`src/rtl/rocc_arb_pkg.sv`:
```
// Shared types and constants for the RoCC command/response arbiter
// and the other RoCC-side arbiters.
package rocc_arb_pkg;

    localparam int ROCC_XLEN = 64;
    localparam int ROCC_RD_W = 5;

    typedef struct packed {
        logic [6:0] funct;
        logic [4:0] rs2;
        logic [4:0] rs1;
        logic       xd;
        logic       xs1;
        logic       xs2;
        logic [4:0] rd;
        logic [6:0] opcode;
    } rocc_inst_t;

    typedef struct packed {
        rocc_inst_t            inst;
        logic [ROCC_XLEN-1:0]  rs1;
        logic [ROCC_XLEN-1:0]  rs2;
    } rocc_cmd_t;

endpackage

```
`src/rtl/rr_arbiter.sv`:
```
// N-way round-robin grant. The search starts at the pointer register, and
// the pointer moves one past the winner whenever the caller pulses advance.
module rr_arbiter #(
    parameter int N     = 2,
    parameter int IDX_W = 1
) (
    input  logic             clk,
    input  logic             reset,
    input  logic [N-1:0]     req,
    input  logic             advance,
    output logic             grant_valid,
    output logic [IDX_W-1:0] grant_idx
);

    logic [IDX_W-1:0] ptr;
    logic [IDX_W-1:0] lo_idx;
    logic [IDX_W-1:0] hi_idx;
    logic             hi_hit;

    // The lowest requester at or above ptr wins. If there is none, the
    // search wraps and the lowest requester overall wins.
    // NOTE: every always_comb output gets a default first so no latch is inferred.
    always_comb begin
        lo_idx = '0;
        hi_idx = '0;
        hi_hit = 1'b0;
        for (int i = N - 1; i >= 0; i--) begin
            if (req[i]) begin
                lo_idx = IDX_W'(i);
            end
            if (req[i] && (IDX_W'(i) >= ptr)) begin
                hi_idx = IDX_W'(i);
                hi_hit = 1'b1;
            end
        end
        grant_valid = |req;
        grant_idx   = hi_hit ? hi_idx : lo_idx;
    end

    // NOTE: state registers use non-blocking assignments only.
    always_ff @(posedge clk or posedge reset) begin
        if (reset) begin
            ptr <= '0;
        end else if (advance) begin
            ptr <= (grant_idx == IDX_W'(N - 1)) ? '0 : grant_idx + IDX_W'(1);
        end
    end

endmodule

```
`src/rtl/rocc_cmd_arbiter.sv`:
```
// Shares one accelerator command/response channel between N RoCC cores. It
// uses round-robin command grant into a one-entry output stage and routes
// responses back by id.
module rocc_cmd_arbiter
    import rocc_arb_pkg::*;
#(
    parameter int N_CORES         = 2,
    parameter int ID_W            = 1,
    parameter int MAX_OUTSTANDING = 4
) (
    input  logic                         clk,
    input  logic                         reset,
    input  logic [N_CORES-1:0]           io_core_cmd_valid,
    output logic [N_CORES-1:0]           io_core_cmd_ready,
    input  logic [N_CORES*32-1:0]        io_core_cmd_bits_inst,
    input  logic [N_CORES*ROCC_XLEN-1:0] io_core_cmd_bits_rs1,
    input  logic [N_CORES*ROCC_XLEN-1:0] io_core_cmd_bits_rs2,
    output logic [N_CORES-1:0]           io_core_resp_valid,
    input  logic [N_CORES-1:0]           io_core_resp_ready,
    output logic [ROCC_RD_W-1:0]         io_core_resp_bits_rd,
    output logic [ROCC_XLEN-1:0]         io_core_resp_bits_data,
    output logic [N_CORES-1:0]           io_core_busy,
    output logic                         io_xf_cmd_valid,
    input  logic                         io_xf_cmd_ready,
    output logic [31:0]                  io_xf_cmd_bits_inst,
    output logic [ROCC_XLEN-1:0]         io_xf_cmd_bits_rs1,
    output logic [ROCC_XLEN-1:0]         io_xf_cmd_bits_rs2,
    output logic [ID_W-1:0]              io_xf_cmd_bits_id,
    input  logic                         io_xf_resp_valid,
    output logic                         io_xf_resp_ready,
    input  logic [ID_W-1:0]              io_xf_resp_bits_id,
    input  logic [ROCC_RD_W-1:0]         io_xf_resp_bits_rd,
    input  logic [ROCC_XLEN-1:0]         io_xf_resp_bits_data
);

    localparam int CNT_W = $clog2(MAX_OUTSTANDING + 1);

    rocc_cmd_t            core_cmd [N_CORES];
    rocc_cmd_t            sel_cmd;
    rocc_cmd_t            stage_cmd;
    logic                 stage_full;
    logic [ID_W-1:0]      stage_id;
    logic [CNT_W-1:0]     cnt [N_CORES];
    logic [N_CORES-1:0]   eligible;
    logic [N_CORES-1:0]   cnt_inc;
    logic [N_CORES-1:0]   cnt_dec;
    logic                 grant_valid;
    logic [ID_W-1:0]      grant_idx;
    logic                 can_load;
    logic                 cmd_fire;

    // A core whose xd=1 commands already fill its response budget drops out
    // of arbitration. Its xd=0 commands still compete.
    always_comb begin
        for (int i = 0; i < N_CORES; i++) begin
            core_cmd[i].inst = rocc_inst_t'(io_core_cmd_bits_inst[i*32 +: 32]);
            core_cmd[i].rs1  = io_core_cmd_bits_rs1[i*ROCC_XLEN +: ROCC_XLEN];
            core_cmd[i].rs2  = io_core_cmd_bits_rs2[i*ROCC_XLEN +: ROCC_XLEN];
            eligible[i]      = io_core_cmd_valid[i] &&
                               (!core_cmd[i].inst.xd || (cnt[i] < CNT_W'(MAX_OUTSTANDING)));
        end
    end

    rr_arbiter #(
        .N     (N_CORES),
        .IDX_W (ID_W)
    ) u_rr_arbiter (
        .clk         (clk),
        .reset       (reset),
        .req         (eligible),
        .advance     (cmd_fire),
        .grant_valid (grant_valid),
        .grant_idx   (grant_idx)
    );

    assign can_load = !stage_full || io_xf_cmd_ready;
    assign cmd_fire = grant_valid && can_load && !reset;

    always_comb begin
        sel_cmd           = '0;
        io_core_cmd_ready = '0;
        cnt_inc           = '0;
        for (int i = 0; i < N_CORES; i++) begin
            if (grant_idx == ID_W'(i)) begin
                sel_cmd              = core_cmd[i];
                io_core_cmd_ready[i] = cmd_fire;
                cnt_inc[i]           = cmd_fire && core_cmd[i].inst.xd;
            end
        end
    end

    // The stage data is reset as well, because the downstream bits must read
    // zero out of reset.
    always_ff @(posedge clk or posedge reset) begin
        if (reset) begin
            stage_full <= 1'b0;
            stage_cmd  <= '0;
            stage_id   <= '0;
        end else if (cmd_fire) begin
            stage_full <= 1'b1;
            stage_cmd  <= sel_cmd;
            stage_id   <= grant_idx;
        end else if (io_xf_cmd_ready) begin
            stage_full <= 1'b0;
        end
    end

    assign io_xf_cmd_valid     = stage_full;
    assign io_xf_cmd_bits_inst = stage_cmd.inst;
    assign io_xf_cmd_bits_rs1  = stage_cmd.rs1;
    assign io_xf_cmd_bits_rs2  = stage_cmd.rs2;
    assign io_xf_cmd_bits_id   = stage_id;

    // An id with no matching core falls through with ready=1, so that
    // response is dropped.
    always_comb begin
        io_core_resp_valid = '0;
        io_xf_resp_ready   = 1'b1;
        for (int i = 0; i < N_CORES; i++) begin
            if (io_xf_resp_bits_id == ID_W'(i)) begin
                io_core_resp_valid[i] = io_xf_resp_valid && !reset;
                io_xf_resp_ready      = io_core_resp_ready[i];
            end
        end
    end

    assign io_core_resp_bits_rd   = io_xf_resp_bits_rd;
    assign io_core_resp_bits_data = io_xf_resp_bits_data;
    assign cnt_dec                = io_core_resp_valid & io_core_resp_ready;

    always_ff @(posedge clk or posedge reset) begin
        if (reset) begin
            for (int i = 0; i < N_CORES; i++) begin
                cnt[i] <= '0;
            end
        end else begin
            for (int i = 0; i < N_CORES; i++) begin
                if (cnt_inc[i] && !cnt_dec[i]) begin
                    cnt[i] <= cnt[i] + CNT_W'(1);
                end else if (cnt_dec[i] && !cnt_inc[i] && (cnt[i] != '0)) begin
                    cnt[i] <= cnt[i] - CNT_W'(1);
                end
            end
        end
    end

    always_comb begin
        for (int i = 0; i < N_CORES; i++) begin
            io_core_busy[i] = (cnt[i] != '0) || (stage_full && (stage_id == ID_W'(i)));
        end
    end

    // A response with no matching outstanding command is a protocol error.
    for (genvar g = 0; g < N_CORES; g++) begin : g_underflow_chk
        assert property (@(posedge clk) disable iff (reset) !(cnt_dec[g] && (cnt[g] == '0)));
    end

    if ((1 << ID_W) > N_CORES) begin : g_id_range_chk
        assert property (@(posedge clk) disable iff (reset)
                         !(io_xf_resp_valid && (io_xf_resp_bits_id >= ID_W'(N_CORES))));
    end

endmodule

```
`config.mk`:
```
export PLATFORM = sky130hd
export DESIGN_NAME = rocc_cmd_arbiter
export DESIGN_NICKNAME = d
export VERILOG_FILES = /design/src/rtl/rocc_arb_pkg.sv /design/src/rtl/rr_arbiter.sv /design/src/rtl/rocc_cmd_arbiter.sv
export SDC_FILE = /design/constraint.sdc
export NUM_CORES = 1
export LEC_CHECK = 0
export ABC_AREA = 0
export BUFFER_PORTS_ARGS = -buffer_cell sky130_fd_sc_hd__buf_2
export CELL_PAD_IN_SITES_DETAIL_PLACEMENT = 1
export CELL_PAD_IN_SITES_GLOBAL_PLACEMENT = 2
export CORE_AREA = 2 2 250 252
export CTS_BUF_LIST = sky130_fd_sc_hd__clkbuf_8
export DETAILED_ROUTE_END_ITERATION = 8
export DIE_AREA = 0 0 252 254
export PLACE_DENSITY = 0.58
export SYNTH_ARGS = -nofsm -noshare
export SYNTH_HDL_FRONTEND = slang
export SYNTH_HIERARCHICAL = 1
export SYNTH_SLANG_ARGS = --single-unit
```
`constraint.sdc`:
```
create_clock -name clk -period 6.9 [get_ports clk]
set_input_delay 0.69 -clock clk [delete_from_list [all_inputs] [get_ports clk]]
set_output_delay 0.69 -clock clk [all_outputs]
set_load 0.03 [all_outputs]
```
==> results by group <==
STA
  • Slew @ Worst Pin: 1.07 ns
  • RSZ-0062 raised after global routing: no
  • FMAX: 0.265 GHz
  • Slew headroom: 28.8%
  • Fin crit share: 54.8%
  • Fin. max-slew vios: 0
  • Final Skew: 0.0178 ns
  • Final Hold Fails: 0
  • Setup TNS: 0 ns
  • Min Clock Period, post-route: 3.78 ns
  • Final-report setup violation count: 0

Die
  • Die footprint: 0.0640 mm2
  • Die Y: 254 um
  • Core area: 0.0613 mm2
  • FP Rows: 91
  • Initial Util: 14.2%
  • Die X: 252 um
  • # IOs: 636

Setup path
  • Element type at the critical path end: output pin
  • Worst path slowest cell: buf_4
  • Arr. time, crit path: 3.09 ns
  • Max Fanout on Critical Path: 51
  • Setup Crit Path Kind: reg -> out
  • Crit path cell chain: a21boi_0 > and2_4 > buf_4 > nor2_1 > buf_2
  • CP peak stage delay: 0.76 ns
  • CP startpoint kind: flop
  • WP data required: 6.21 ns

Place
  • Post-DP HPWL: 24100 um
  • Final GP Congestion: 0.700
  • Placed Cells: 2017
  • DP Area: 0.0114 mm2
  • IO buf count: 497

Global route
  • Gr usage total: 9.53%
  • Gr ovfl total: 0
  • Initial antenna violation count: 1
  • First-pass GRT wire length: 45700 um
  • Vias in the first global route: 7896
  • Largest net degree at the start of global routing: 158

CTS
  • CTS root buf: clkbuf_8
  • Clock Sinks: 169
  • CTS Buffer Depth: 2
  • CTS tree: built
  • CTS resizes: 0
  • H-tree Lvls: 4
  • Clk pin slew, worst setup/hold paths: 0.11 ns
  • Num CTS Buffers: 17
  • Clk Latency, worst-skew pair: 0.55 ns

Routing
  • Router iterations before antenna repair: 4
  • Post-DR wirelength/cell: 15.0 um
  • DR vias/cell: 3.60
  • Detailed-route via count: 7382
  • Drt total wl: 30800 um
  • Post-DRT Antenna Nets: 0
  • DRC: 0
  • Iter 0 DRT Violations: 204

Cells and area
  • Post-route cell area: 0.0118 mm2
  • # nets final: 1647
  • Layout area overhead: 35.7%
  • Non-filler cells, final: 2051
  • Commonest non-fill, non-tap cells in the layout: buf_2, dfrtp_1, nand2_1
  • Final core utilization: 19.3%
  • Fraction of layout cells with a size suffix above 1: 44.1%
  • Leading cell type in the layout, fill and taps excluded: buf_2

Synth
  • Count of yosys warnings during synthesis: 6
  • Syn Area/Cell: 10.3 um2
  • Mapped Cells: 845
  • Largest family of logic cells by synthesized area: multiplexers
  • Post-synth top area cell: dfrtp_1
  • EDFF count, synth: 0
  • Post-synthesis async set-or-reset flop share: 100%
  • Mapped Nets: 1245
  • Top post-synthesis cells by area: dfrtp_1, mux2i_1, o21ai_1
  • Synth Area in XOR/XNOR: 0.202%
  • Synth Flop Type: dfrtp_1
  • Compound-cell area share of the yosys netlist: 11.0%
  • Synth Area in Simple Gates: 10.0%
  • Top-area cell type share of the netlist area: 48.7%
  • Post-synthesis cell type count: 45
  • #FFs+latches synth: 169
  • Sequential cell area fraction in the yosys report: 48.7%
  • Post-synthesis mux area share: 18.9%
  • Synth Area in Adders: 0.461%
  • Post-Syn Area: 0.00869 mm2

Job
  • Max-Cap Viols: 0

Status
  • Status: finished, final reports clean

Power
  • Leak: 5.97 nW
  • VDD IR max: 0.130 mV
  • Power Dens Cells: 378 mW/mm2

Min path
  • Hold Crit Class: in -> reg
-- path summary, 6_finish.rpt --
path                            cells after the start  slack, ns                                 end                         startpoint
worst max register to register                      6       3.66  io_xf_cmd_bits_rs1[61]$_DFFE_PP0N_                 cnt[2]$_DFFE_PP0P_
worst max-delay path                                5       3.12                io_core_cmd_ready[0]                 cnt[2]$_DFFE_PP0P_
worst min register to register                      2       0.49   io_xf_cmd_bits_rs1[2]$_DFFE_PP0N_  io_xf_cmd_bits_rs1[2]$_DFFE_PP0N_
worst min-delay path                                3       0.40  io_xf_cmd_bits_rs2[52]$_DFFE_PP0N_           io_core_cmd_bits_rs2[52]
min in group asynchronous                           3       0.63        u_rr_arbiter/ptr$_DFFE_PP0P_                              reset
max in group asynchronous                           4       4.79  io_xf_cmd_bits_rs2[31]$_DFFE_PP0N_                              reset
-- layout make-up --
class	count	area [um2]
Fill cell	7292	49500
Sequential cell	169	4230
Multi-Input combinational cell	543	3540
Timing Repair Buffer	505	2560
Tap cell	790	988
Clock buffer	17	234
Clock inverter	15	189
Inverter	11	46.3
Antenna cell	1	2.50
-- layer usage --
metal	global-route usage [%]	part of all wire, %	up-vias	wire (um)
li1	-	-	3622	-
met1	10.2	39	3375	11900
met2	16.4	49	345	15200
met3	3.93	9.0	40	2760
met4	4.46	2.8	0	856
met5	0	0	-	0
-- report_power, final --
| group | internal [mW] | switching [mW] |
|---|---|---|
| logic | 0.649 | 1.44 |
| registers | 1.36 | 0.218 |
| clock network | 0.365 | 0.435 |
| total | 2.37 | 2.09 |
-- logic make-up after synthesis --
group / after synthesis
AOI/OAI and AO/OA: 178
xor gates and xnor gates: 2
adders and majority gates: 2
buffers and inverters: 133
DFF: 169
muxes: 164
and+or+nand+nor: 197
-- state kept, by name (all words and copies together), names as in the netlist --
register,cells
cnt,6
io_xf_cmd_valid,1
io_xf_cmd_bits_rs2,64
io_xf_cmd_bits_inst,32
u_rr_arbiter/ptr,1
io_xf_cmd_bits_rs1,64
io_xf_cmd_bits_id,1
-- worst max-delay path, delay by kind of cell, from the launching register on --
kind                   cells  cell delay (ns)
AO/OA/AOI/OAI              1             0.35
buffers and inverters      2             0.97
flip-flops                 1             0.50
AND/OR/NAND/NOR            2             0.66
-- timing repair --
action / in CTS / in global routing
hold endpoints to repair: 1 / 0
hold buffers: 1 / 0
setup buffers: 0 / 0
endpoints found under the setup margin: 0 / 0
-- Yosys cell counts (2+ instances only) --
master	count
nor3_1	4
clkbuf_1	14
xnor2_1	2
nand2_1	163
fa_1	2
buf_2	18
o21ai_0	3
buf_4	70
dfrtp_1	169
mux2i_1	161
a21boi_0	2
a32oi_1	2
nor3_4	2
inv_1	10
and3_1	3
buf_6	19
nor2_1	8
o221ai_2	2
nand2b_4	3
mux2_1	2
a21o_1	2
a31oi_1	3
o21ai_1	159
-- through the flow --
stage / total power, mW / setup WS (ns) / hold slack [ns]
finish: 4.46 / 3.12 / 0.399
global route: 4.80 / 2.83 / 0.341
CTS: 4.60 / 2.94 / 0.301
detailed placement: 3.75 / 3.32 / 0.470
global placement: 3.71 / 3.42 / 0.461
floorplan: 3.08 / 0.939 / 0.419
Note: power is estimated with default switching activity, not from simulation.
